<file path="config.mk">
export PLATFORM = sky130hd
export DESIGN_NAME = mono_note_controller_flat
export DESIGN_NICKNAME = d
export VERILOG_FILES = /design/src/rtl/mono_ctrl_pkg.sv /design/src/rtl/mono_note_controller_if.sv /design/src/rtl/mono_note_controller_note_stack.sv /design/src/rtl/mono_note_controller.sv /design/src/flat_wrapper.sv
export SDC_FILE = /design/constraint.sdc
export NUM_CORES = 1
export LEC_CHECK = 0
export ABC_CLOCK_PERIOD_IN_PS = 10700
export BUFFER_PORTS_ARGS = -buffer_cell sky130_fd_sc_hd__buf_2
export CORE_MARGIN = 5
export CORE_UTILIZATION = 60
export DETAILED_ROUTE_END_ITERATION = 10
export GPL_TIMING_DRIVEN = 0
export PLACE_DENSITY = 0.79
export RECOVER_POWER = 25
export SYNTH_ARGS = -nofsm -noshare
export SYNTH_HDL_FRONTEND = slang
export SYNTH_SLANG_ARGS = --single-unit
</file>
<file path="constraint.sdc">
create_clock -name clk -period 10.7 [get_ports clk]
set_input_delay 1.605 -clock clk [delete_from_list [all_inputs] [get_ports clk]]
set_output_delay 1.605 -clock clk [all_outputs]
set_load 0.01 [all_outputs]
</file>
<file path="src/rtl/mono_ctrl_pkg.sv">
// Shared types and constants for the monophonic note controller.
package mono_ctrl_pkg;

   typedef enum logic [0:0] {
      ST_IDLE   = 1'b0,
      ST_LOOKUP = 1'b1
   } ctrl_state_e;

   localparam logic [6:0] NOTE_RESET    = 7'd69;
   localparam int         DEPTH_DEFAULT = 8;

   // One glide step toward tgt_i: move by (tgt-cur)>>>shift, snap to the
   // target once the step rounds to zero so the approach always converges.
   function automatic logic [31:0] glide_next(input logic [31:0] cur_i,
                                              input logic [31:0] tgt_i,
                                              input logic [3:0]  shift_i);
      logic signed [32:0] diff;
      logic signed [32:0] step;
      diff = $signed({1'b0, tgt_i}) - $signed({1'b0, cur_i});
      step = diff >>> shift_i;
      if (step == 33'sd0) begin
         glide_next = tgt_i;
      end else begin
         glide_next = cur_i + step[31:0];
      end
   endfunction

endpackage

</file>
<file path="src/rtl/mono_note_controller_if.sv">
// Event channel from the MIDI decoder plus the note-table lookup channel.
interface mono_note_controller_if;

   logic        ev_valid;
   logic        ev_ready;
   logic        ev_on;
   logic [6:0]  ev_note;
   logic [6:0]  table_note;
   logic [31:0] table_freq;

   modport master (
      output ev_valid, ev_on, ev_note, table_freq,
      input  ev_ready, table_note
   );

   modport slave (
      input  ev_valid, ev_on, ev_note, table_freq,
      output ev_ready, table_note
   );

endinterface

</file>
<file path="src/rtl/mono_note_controller_note_stack.sv">
// Newest-first held-key stack: parallel match, push with dedupe,
// remove-and-compact. Exposes next-state count/top so the caller can
// register the new note on the same edge as the edit.
module note_stack
   import mono_ctrl_pkg::*;
#(
   parameter  int DEPTH = DEPTH_DEFAULT,
   localparam int CW    = $clog2(DEPTH + 1)
) (
   input  logic          clk,
   input  logic          rst_n,
   input  logic          edit_i,
   input  logic          on_i,
   input  logic [6:0]    note_i,
   output logic [CW-1:0] count_o,
   output logic [CW-1:0] count_d_o,
   output logic [6:0]    top_d_o
);

   logic [6:0]    stk_q [DEPTH];
   logic [6:0]    stk_d [DEPTH];
   logic [6:0]    ext_s [DEPTH+1];
   logic [6:0]    rem_s [DEPTH];
   logic [CW-1:0] count_q;
   logic [CW-1:0] count_d;
   logic [CW-1:0] rem_cnt_s;
   logic          hit_s;

   // Remove any live copy of note_i; entries past the hit shift up one slot.
   always_comb begin
      hit_s = 1'b0;
      for (int i = 0; i < DEPTH; i++) begin
         ext_s[i] = stk_q[i];
      end
      ext_s[DEPTH] = 7'd0;
      for (int i = 0; i < DEPTH; i++) begin
         hit_s = hit_s | ((i < int'(count_q)) && (stk_q[i] == note_i));
         if (hit_s) begin
            rem_s[i] = ext_s[i+1];
         end else begin
            rem_s[i] = ext_s[i];
         end
      end
      rem_cnt_s = count_q - {{(CW-1){1'b0}}, hit_s};
   end

   // Note-on pushes onto the compacted list (oldest falls off when full);
   // note-off keeps the compacted list as is.
   always_comb begin
      stk_d   = stk_q;
      count_d = count_q;
      if (edit_i && on_i) begin
         stk_d[0] = note_i;
         for (int i = 1; i < DEPTH; i++) begin
            stk_d[i] = rem_s[i-1];
         end
         if (rem_cnt_s == CW'(DEPTH)) begin
            count_d = CW'(DEPTH);
         end else begin
            count_d = rem_cnt_s + {{(CW-1){1'b0}}, 1'b1};
         end
      end else if (edit_i) begin
         stk_d   = rem_s;
         count_d = rem_cnt_s;
      end else begin
         stk_d   = stk_q;
         count_d = count_q;
      end
   end

   // Stack storage and occupancy.
   always_ff @(posedge clk or negedge rst_n) begin
      if (!rst_n) begin
         for (int i = 0; i < DEPTH; i++) begin
            stk_q[i] <= 7'd0;
         end
         count_q <= {CW{1'b0}};
      end else begin
         stk_q   <= stk_d;
         count_q <= count_d;
      end
   end

   assign count_o   = count_q;
   assign count_d_o = count_d;
   assign top_d_o   = stk_d[0];

endmodule

</file>
<file path="src/rtl/mono_note_controller.sv">
// Last-note-priority monophonic controller: key stack, note-table lookup
// sequencing, gate/trigger generation and exponential glide.
module mono_note_controller
   import mono_ctrl_pkg::*;
#(
   parameter int DEPTH  = DEPTH_DEFAULT,
   parameter bit RETRIG = 1'b0
) (
   input  logic                         clk,
   input  logic                         rst_n,
   mono_note_controller_if.slave        bus,
   input  logic                         glide_tick,
   input  logic [3:0]                   glide_shift,
   output logic [31:0]                  freq_out,
   output logic                         gate,
   output logic                         trig
);

   localparam int CW = $clog2(DEPTH + 1);

   ctrl_state_e   state_q, state_d;
   logic          pend_on_q, pend_on_d;
   logic          gate_q, gate_d;
   logic          trig_q, trig_d;
   logic [31:0]   freq_q, freq_d;
   logic [31:0]   target_q, target_d;
   logic [6:0]    note_q, note_d;
   logic          accept_s;
   logic          load_s;
   logic [CW-1:0] count_s;
   logic [CW-1:0] count_next_s;
   logic [6:0]    top_next_s;

   assign accept_s = bus.ev_valid && (state_q == ST_IDLE);

   note_stack #(.DEPTH(DEPTH)) u_stack (
      .clk       (clk),
      .rst_n     (rst_n),
      .edit_i    (accept_s),
      .on_i      (bus.ev_on),
      .note_i    (bus.ev_note),
      .count_o   (count_s),
      .count_d_o (count_next_s),
      .top_d_o   (top_next_s)
   );

   // Sequencing: accept an edit in IDLE, consume the table result in LOOKUP.
   always_comb begin
      state_d   = state_q;
      pend_on_d = pend_on_q;
      gate_d    = gate_q;
      trig_d    = 1'b0;
      target_d  = target_q;
      note_d    = note_q;
      load_s    = 1'b0;
      case (state_q)
         ST_IDLE: begin
            if (accept_s) begin
               state_d   = ST_LOOKUP;
               pend_on_d = bus.ev_on;
               // An emptied stack keeps the last address so release rings on it.
               if (count_next_s != {CW{1'b0}}) begin
                  note_d = top_next_s;
               end else begin
                  note_d = note_q;
               end
            end else begin
               state_d = ST_IDLE;
            end
         end
         ST_LOOKUP: begin
            state_d = ST_IDLE;
            if (count_s != {CW{1'b0}}) begin
               target_d = bus.table_freq;
               gate_d   = 1'b1;
               trig_d   = pend_on_q && (RETRIG || !gate_q);
               // No glide when starting from silence or with glide disabled.
               load_s   = !gate_q || (glide_shift == 4'd0);
            end else begin
               gate_d = 1'b0;
            end
         end
         default: begin
            state_d = ST_IDLE;
         end
      endcase
   end

   // Frequency word: an immediate load wins over a glide step against the old target.
   always_comb begin
      freq_d = freq_q;
      if (load_s) begin
         freq_d = bus.table_freq;
      end else if (glide_tick) begin
         freq_d = glide_next(freq_q, target_q, glide_shift);
      end else begin
         freq_d = freq_q;
      end
   end

   // Controller state and output registers.
   always_ff @(posedge clk or negedge rst_n) begin
      if (!rst_n) begin
         state_q   <= ST_IDLE;
         pend_on_q <= 1'b0;
         gate_q    <= 1'b0;
         trig_q    <= 1'b0;
         freq_q    <= 32'd0;
         target_q  <= 32'd0;
         note_q    <= NOTE_RESET;
      end else begin
         state_q   <= state_d;
         pend_on_q <= pend_on_d;
         gate_q    <= gate_d;
         trig_q    <= trig_d;
         freq_q    <= freq_d;
         target_q  <= target_d;
         note_q    <= note_d;
      end
   end

   assign bus.ev_ready   = (state_q == ST_IDLE);
   assign bus.table_note = note_q;
   assign freq_out       = freq_q;
   assign gate           = gate_q;
   assign trig           = trig_q;

endmodule
</file>
<file path="src/flat_wrapper.sv">
// flat-port wrapper written by rule: the top's interface ports become plain ports
module mono_note_controller_flat import mono_ctrl_pkg::*;
#(
   parameter int DEPTH  = DEPTH_DEFAULT,
   parameter bit RETRIG = 1'b0
)
  (clk, rst_n, glide_tick, glide_shift, freq_out, gate, trig, bus_ev_valid, bus_ev_on, bus_ev_note, bus_table_freq, bus_ev_ready, bus_table_note);
  mono_note_controller_if bus_i ();
  input  logic clk;
  input  logic rst_n;
  input  logic glide_tick;
  input  logic [3:0] glide_shift;
  output logic [31:0] freq_out;
  output logic gate;
  output logic trig;
  input wire logic [$bits(bus_i.ev_valid)-1:0] bus_ev_valid;
  input wire logic [$bits(bus_i.ev_on)-1:0] bus_ev_on;
  input wire logic [$bits(bus_i.ev_note)-1:0] bus_ev_note;
  input wire logic [$bits(bus_i.table_freq)-1:0] bus_table_freq;
  output wire logic [$bits(bus_i.ev_ready)-1:0] bus_ev_ready;
  output wire logic [$bits(bus_i.table_note)-1:0] bus_table_note;
  assign bus_i.ev_valid = bus_ev_valid;
  assign bus_i.ev_on = bus_ev_on;
  assign bus_i.ev_note = bus_ev_note;
  assign bus_i.table_freq = bus_table_freq;
  assign bus_ev_ready = bus_i.ev_ready;
  assign bus_table_note = bus_i.table_note;
  mono_note_controller #(.DEPTH(DEPTH), .RETRIG(RETRIG)) u_core (.clk(clk), .rst_n(rst_n), .bus(bus_i), .glide_tick(glide_tick), .glide_shift(glide_shift), .freq_out(freq_out), .gate(gate), .trig(trig));
endmodule
</file>
* Word-level counts from Yosys, hierarchy flattened
Cells that the tools add are included.
** Word-level totals
- Bits in registers :: 135
- Bits of input ports :: 48
- Output and inout port bits :: 42
- Word-level logic and storage cells :: 93
** Cells by class
- Add/subtract/negate cells :: 4
- Order comparisons :: 8
- Eq/ne operators :: 9
- Shift operators :: 1
- Muxes and demuxes :: 23
- Bitwise logic cells :: 8
- Reduce and logical (&&, ||, !) cells :: 24
** Operator list (count)
- $mux W56 :: 2
- $mux W32 :: 3
- $eq A7 B7 Y1 :: 8
- $mux W7 :: 8
- $logic_not A33 Y1 :: 1
- $sshr A33 B4 Y33 :: 1
- $sub A32 B32 Y33 :: 1
- $add A32 B32 Y32 :: 1
- $lt A3 B4 Y1 const A :: 4
- $mux W4 :: 3
- $logic_and A1 B1 Y1 :: 11
- $lt A1 B4 Y1 const A :: 2
- $lt A2 B4 Y1 const A :: 2
- $reduce_bool A4 Y1 :: 2
- $or A1 B1 Y1 :: 7
- $mux W1 :: 6
- $reduce_and A2 Y1 :: 3
- $reduce_bool A2 Y1 :: 3
- $add A4 B1 Y4 const B :: 1
- $eq A4 B4 Y1 const B :: 1
- $logic_not A4 Y1 :: 1
- $sub A4 B1 Y4 :: 1
- $reduce_and A3 Y1 :: 1
- $pmux W1 S2 :: 1
- 3 further kinds :: 3

* Logic depth before layout (Yosys ltp)
- Depth in word-level cells :: 15
- Mapped depth :: 30
- Mapped depth without buffers :: 30

* By module
From an unflattened synthesis, not the netlist that was laid out.
** Unflattened totals
- Cell total of the unflattened synthesis :: 1682
- Area total of the unflattened synthesis :: 13864.5 µm²
** By module, submodules not included
- mono_note_controller :: instances 1, cells an instance 1176, area each 9307.7 µm², seq. area each 1880.6 µm²
- note_stack :: instances 1, cells an instance 506, area each 4556.9 µm², seq. area each 1501.4 µm²

* Worst setup path after synthesis
Ideal clock, no wire load.
- Path kind :: input -> register
- Start :: in bus_ev_note[3]
- End :: reg u_core.note_q[1], in the netlist u_core.bus.table_note[1]
- Setup time :: 125 ps
- Arrival :: 6349 ps
- Data required time :: 10575 ps
- Slack :: 4226 ps
- Cell stages on the path :: 26
- Buffers on the path :: 4
- Path through :: buf_2 xor2_1 nor4_1 nand4_1 o31ai_2 a41o_1 buf_2 clkinv_1 o21ai_1 a41o_1 buf_2 a21oi_2 o41ai_1 a41o_1 ha_1 ha_1 clkbuf_1 nor3_1 a21oi_1 o22ai_1 and2_1 nor3_1 a221o_1 nor4b_1 nor2_1 mux2_2
** On the way
- Cells in the longest elaborated chain, start to end :: 15
- Elaborated cells on any way between the ends :: 34
- Classes of those cells :: 2 x add/sub; 9 x eq/ne; 6 x mux; 7 x bitwise; 10 x reduce/logical
** Ends and longest elaborated chain
- from (decl) :: RTL line flat_wrapper.sv:18 : input wire logic [$bits(bus_i.ev_note)-1:0] bus_ev_note;
- $eq A7 B7 Y1 :: RTL line mono_note_controller_note_stack.sv:37 : hit_s = hit_s | ((i < int'(count_q)) && (stk_q[i] == note_i));
- $logic_and A1 B1 Y1 :: RTL line mono_note_controller_note_stack.sv:37
- $or A1 B1 Y1 (6 in a row) :: RTL line mono_note_controller_note_stack.sv:37
- $or A1 B1 Y1 (*) :: RTL line mono_note_controller_note_stack.sv:37
- $sub A4 B1 Y4 (*) :: RTL line mono_note_controller_note_stack.sv:44 : rem_cnt_s = count_q - {{(CW-1){1'b0}}, hit_s};
- $add A4 B1 Y4 / $eq A4 B4 Y1 (equally long branches) :: RTL line mono_note_controller_note_stack.sv:60, mono_note_controller_note_stack.sv:57
- $mux W4 :: RTL line mono_note_controller_note_stack.sv:57 : if (rem_cnt_s == CW'(DEPTH)) begin
- $mux W4 (*) :: RTL line mono_note_controller_note_stack.sv:52 : if (edit_i && on_i) begin
- net u_core.count_next_s[2] :: RTL line mono_note_controller.sv:31 : logic [CW-1:0] count_next_s;
- $reduce_bool A4 Y1 (*) :: RTL line mono_note_controller.sv:62 : if (count_next_s != {CW{1'b0}}) begin
- $reduce_and A3 Y1 (no source line) (*)
- to (signal assigned) :: RTL line mono_note_controller.sv:118 : note_q <= note_d;
- to (decl) :: RTL line mono_note_controller.sv:27 : logic [6:0] note_q, note_d;
The timed path passes the listed nets; every way through them passes the cells marked *. The select of a mux whose other input is x is not followed.
A chain may end at the register's enable or synchronous reset.

* Worst setup path after layout
- Start :: reg u_core.freq_q[0], in the netlist u_core.freq_out[0]
- End :: reg u_core.freq_q[30], in the netlist u_core.freq_out[30]
** On the way
- Cells in the longest elaborated chain, start to end :: 6
- Elaborated cells on any way between the ends :: 7
- Classes of those cells :: 2 x add/sub; 1 x shift; 3 x mux; 1 x reduce/logical
** Ends and longest elaborated chain
- from (decl) :: RTL line mono_note_controller.sv:25 : logic [31:0] freq_q, freq_d;
- from (signal assigned) :: RTL line mono_note_controller.sv:116 : freq_q <= freq_d;
- $sub A32 B32 Y33 :: RTL line mono_ctrl_pkg.sv:19 : diff = $signed({1'b0, tgt_i}) - $signed({1'b0, cur_i});
- $sshr A33 B4 Y33 :: RTL line mono_ctrl_pkg.sv:20 : step = diff >>> shift_i;
- $add A32 B32 Y32 / $logic_not A33 Y1 (equally long branches) :: RTL line mono_ctrl_pkg.sv:24, mono_ctrl_pkg.sv:21
- $mux W32 (*) :: RTL line mono_ctrl_pkg.sv:21 : if (step == 33'sd0) begin
- $mux W32 (*) :: RTL line mono_note_controller.sv:94 : end else if (glide_tick) begin
- $mux W32 (*) :: RTL line mono_note_controller.sv:92 : if (load_s) begin
Mark *: on every way between the ends. The rest lies on a longest branch, timed or not. The select of a mux whose other input is x is not followed.

==> flow_summary.json <==
{
  "place_hpwl_mm": 38.2,
  "whs_path_depth": 1,
  "final_hold_viol_count": 0,
  "numCtsBuffers": 17,
  "synth-edff-count": 0,
  "setup_viol": 0,
  "fin_crit_ns": 8.41,
  "r2r_start": "u_core.freq_out[0]",
  "peakVddDrop_mv": 0.176,
  "start_util_pct": 60.5,
  "syn_nets": 1819,
  "place.gp.congestion": 1.02,
  "register_area_mm2": 0.00338,
  "setup.worst_path.start_class": "flop",
  "totalPowerFinal_mw": 5.81,
  "synth_compound_area_share_pct": 27.2,
  "r2r_slack_ns": 2.29,
  "synth.avg_cell_area_um2": 7.99,
  "io_buffers": 79,
  "clock_skew_ns": 0.0163,
  "crit_type": "flop to flop",
  "routed_wl_mm": 49.2,
  "cts_sinks": 135,
  "nets": 1918,
  "worst_path_max_delay_cell": "a2111oi_0",
  "remaining_drc_errors": 0,
  "synth.area.mux_share_pct": 10.7,
  "root_buffer": "clkbuf_16",
  "num_antenna_cells": 0,
  "min_to": "u_core.gate",
  "yosysSeqAreaShare_pct": 24.9,
  "p_switching_mw": 3.09,
  "synth_top_family_by_area": "compound AO/OA/AOI/OAI gates",
  "die_x_um": 160,
  "yosys_warnings": 0,
  "yosys.area_share.simple_pct": 19.0,
  "cts_tree": "yes",
  "final_cell_area_mm2": 0.0149,
  "ant_nets": 0,
  "maxSlewViolCount": 138,
  "fmax_mhz": 119,
  "synth-adder-area-share_pct": 6.75,
  "grt_pass1_vias": 14000,
  "drive_gt1_share_pct": 13.2,
  "fin_crit_sh_pct": 78.6,
  "status": "complete, but fails checks",
  "syn_to_final_growth_pct": 9.82,
  "arrival_ns": 8.78,
  "cpMostUsedCell": "o21ai_0",
  "maxCapViolCount": 2,
  "p_per_area_mw_per_mm2": 390,
  "die_y_um": 160,
  "violations": "max-capacitance violations, max-slew violations",
  "antenna_found_initial": 1,
  "hold_start": "u_core.state_q",
  "dr.pass1.iters": 6,
  "reg2regPathDepth": 26,
  "synthFlopType": "dfrtp_1",
  "intPower_mw": 2.72,
  "synthXorXnorAreaFrac_pct": 6.64,
  "syn-cell-area_mm2": 0.0136,
  "slew_headroom_pct": -209,
  "min_path_type": "flop to flop",
  "p_leak_nw": 6.48,
  "clk_latency_ns": 0.44,
  "fp-row-count": 55,
  "crit_fanout": 5,
  "detail_route.wl_per_cell_um": 23.5,
  "crit_required_ns": 11.06,
  "io_pins": 90,
  "drt-initial-drc-count": 1413,
  "grt.overflow.total": 0,
  "slowest_delay_ns": 0.97,
  "postCtsSetupRepairBufs": 0,
  "multi_input_area_mm2": 0.00955,
  "core_mm2": 0.0224,
  "grt_usage_pct": 37.6,
  "cp_top_family": "compound AO/OA/AOI/OAI gates",
  "yosysUniqueCellTypes": 93,
  "power_frac_clock_pct": 10.1,
  "synthCells": 1699,
  "place_area_mm2": 0.0144,
  "pwr-share-comb_pct": 74.3,
  "pwr-share-seq_pct": 15.6,
  "rsz0062_at_grt": "no",
  "end_kind": "flop",
  "cts_resized": 0,
  "grt_pass1_wl_mm": 77.9,
  "critPathBufInv": 0,
  "tightest_slew_ns": 4.64,
  "reg2reg_to": "u_core.freq_out[30]",
  "async_flop_share_pct": 100,
  "htreeDepth": 4,
  "drt-vias-per-instance": 6.82,
  "setup-tns-final_ns": 0,
  "fillers": 1915,
  "clkTransAtPathRegs_ns": 0.07,
  "synth-seq-cells": 135,
  "die_area_mm2": 0.0257,
  "vias": 14300,
  "clock_path_buffers": 2,
  "ctsHoldBuffers": 0,
  "grt_max_degree": 88,
  "swShare_pct": 53.2
}
-- power by group through the flow --
| stage | sequential (mW) | clock [mW] | combinational (mW) |
|---|---|---|---|
| after detailed placement | 0.905 | 0 | 4.16 |
| final | 0.907 | 0.590 | 4.32 |
| after CTS | 0.898 | 0.591 | 4.20 |
| after global routing | 0.923 | 0.615 | 4.69 |
| after global placement | 0.900 | 0 | 4.10 |
| after floorplan | 0.862 | 0 | 3.11 |
-- worst max path at each step --
stage | start | end | slack, ns | cells after the start
finish | u_core.freq_out[0] | u_core.freq_out[30] | 2.29 | 26
CTS | u_core.freq_out[0] | u_core.freq_out[30] | 2.52 | 26
global placement | glide_shift[1] | u_core.freq_out[30] | 2.31 | 23
floorplan | bus_ev_note[3] | u_core.bus.table_note[1] | 4.23 | 26
detailed placement | glide_shift[1] | u_core.freq_out[30] | 2.32 | 23
global route | u_core.freq_out[0] | u_core.freq_out[30] | 1.72 | 26
-- layout by cell type, fill, tap and decap left out, drive strengths merged, types with 57 or more instances in the layout --
master,instances
a21oi,171
nand2,155
nor2,154
dfrtp,132
o21ai,119
buf,106
clkbuf,87
inv,74
mux2,72
ha,70
xnor2,57
-- area by class of cell --
cell class / instances / area share (%)
Multi-Input combinational cell: 1402 / 64.0
Sequential cell: 135 / 22.7
Clock buffer: 18 / 2.95
Buffer: 95 / 2.69
Timing Repair Buffer: 80 / 2.67
Tap cell: 285 / 2.39
Inverter: 67 / 1.69
Clock inverter: 14 / 0.889
-- layer usage --
metal	track usage, %	part of all wire [%]	vias up
met5	0	0	-
met4	24.8	7.3	0
met3	6.65	8.5	187
met2	60.5	46	794
met1	46.3	38	6808
li1	-	-	6510
-- synthesized netlist by cell type, types with 19 or more instances --
cell	number	area share, %
a21o_1	23	1.3
xor2_1	46	3.0
and2_1	19	0.88
mux2_2	71	5.9
ha_1	70	6.5
o22ai_1	33	1.5
dfrtp_1	132	24
clkbuf_1	67	1.9
xnor2_1	57	3.7
inv_1	66	1.8
nand2_1	155	4.3
o21ai_0	102	3.8
o21a_1	24	1.3
nor3_1	37	1.4
or3_1	44	2.0
a21oi_1	168	6.2
nand3_1	27	1.0
mux2i_1	46	3.4
nor2_1	154	4.3
-- through the flow --
step	utilization [%]	hold WS, ns	worst slack (ns)	instances
detailed placement	64.1	0.483	2.32	2064
global placement	63.9	0.470	2.31	2063
global route	66.5	0.532	1.72	2096
CTS	66.6	0.507	2.52	2096
finish	66.5	0.501	2.29	2096
floorplan	-	0.439	4.23	1699
-- registers in the layout (all words and copies together) (netlist names) --
| signal | count |
|---|---|
| u_core.bus.table_note | 7 |
| u_core.freq_out | 32 |
| u_core.gate | 1 |
| u_core.pend_on_q | 1 |
| u_core.state_q | 1 |
| u_core.target_q | 32 |
| u_core.trig | 1 |
| u_core.u_stack.count_o | 4 |
| u_core.u_stack.ext_s | 56 |
-- cells by family (layout without fill, tap and decap cells) --
logic type               count (synthesis)  count (layout)
flip-flops                             135             135
multiplexers                           126             126
AO/OA/AOI/OAI                          565             565
XOR/XNOR                               103             103
adder cells (fa/ha/maj)                 72              72
buffers and inverters                  162             274
AND/OR/NAND/NOR                        536             536
No activity file was read; power rests on OpenSTA's default activity.
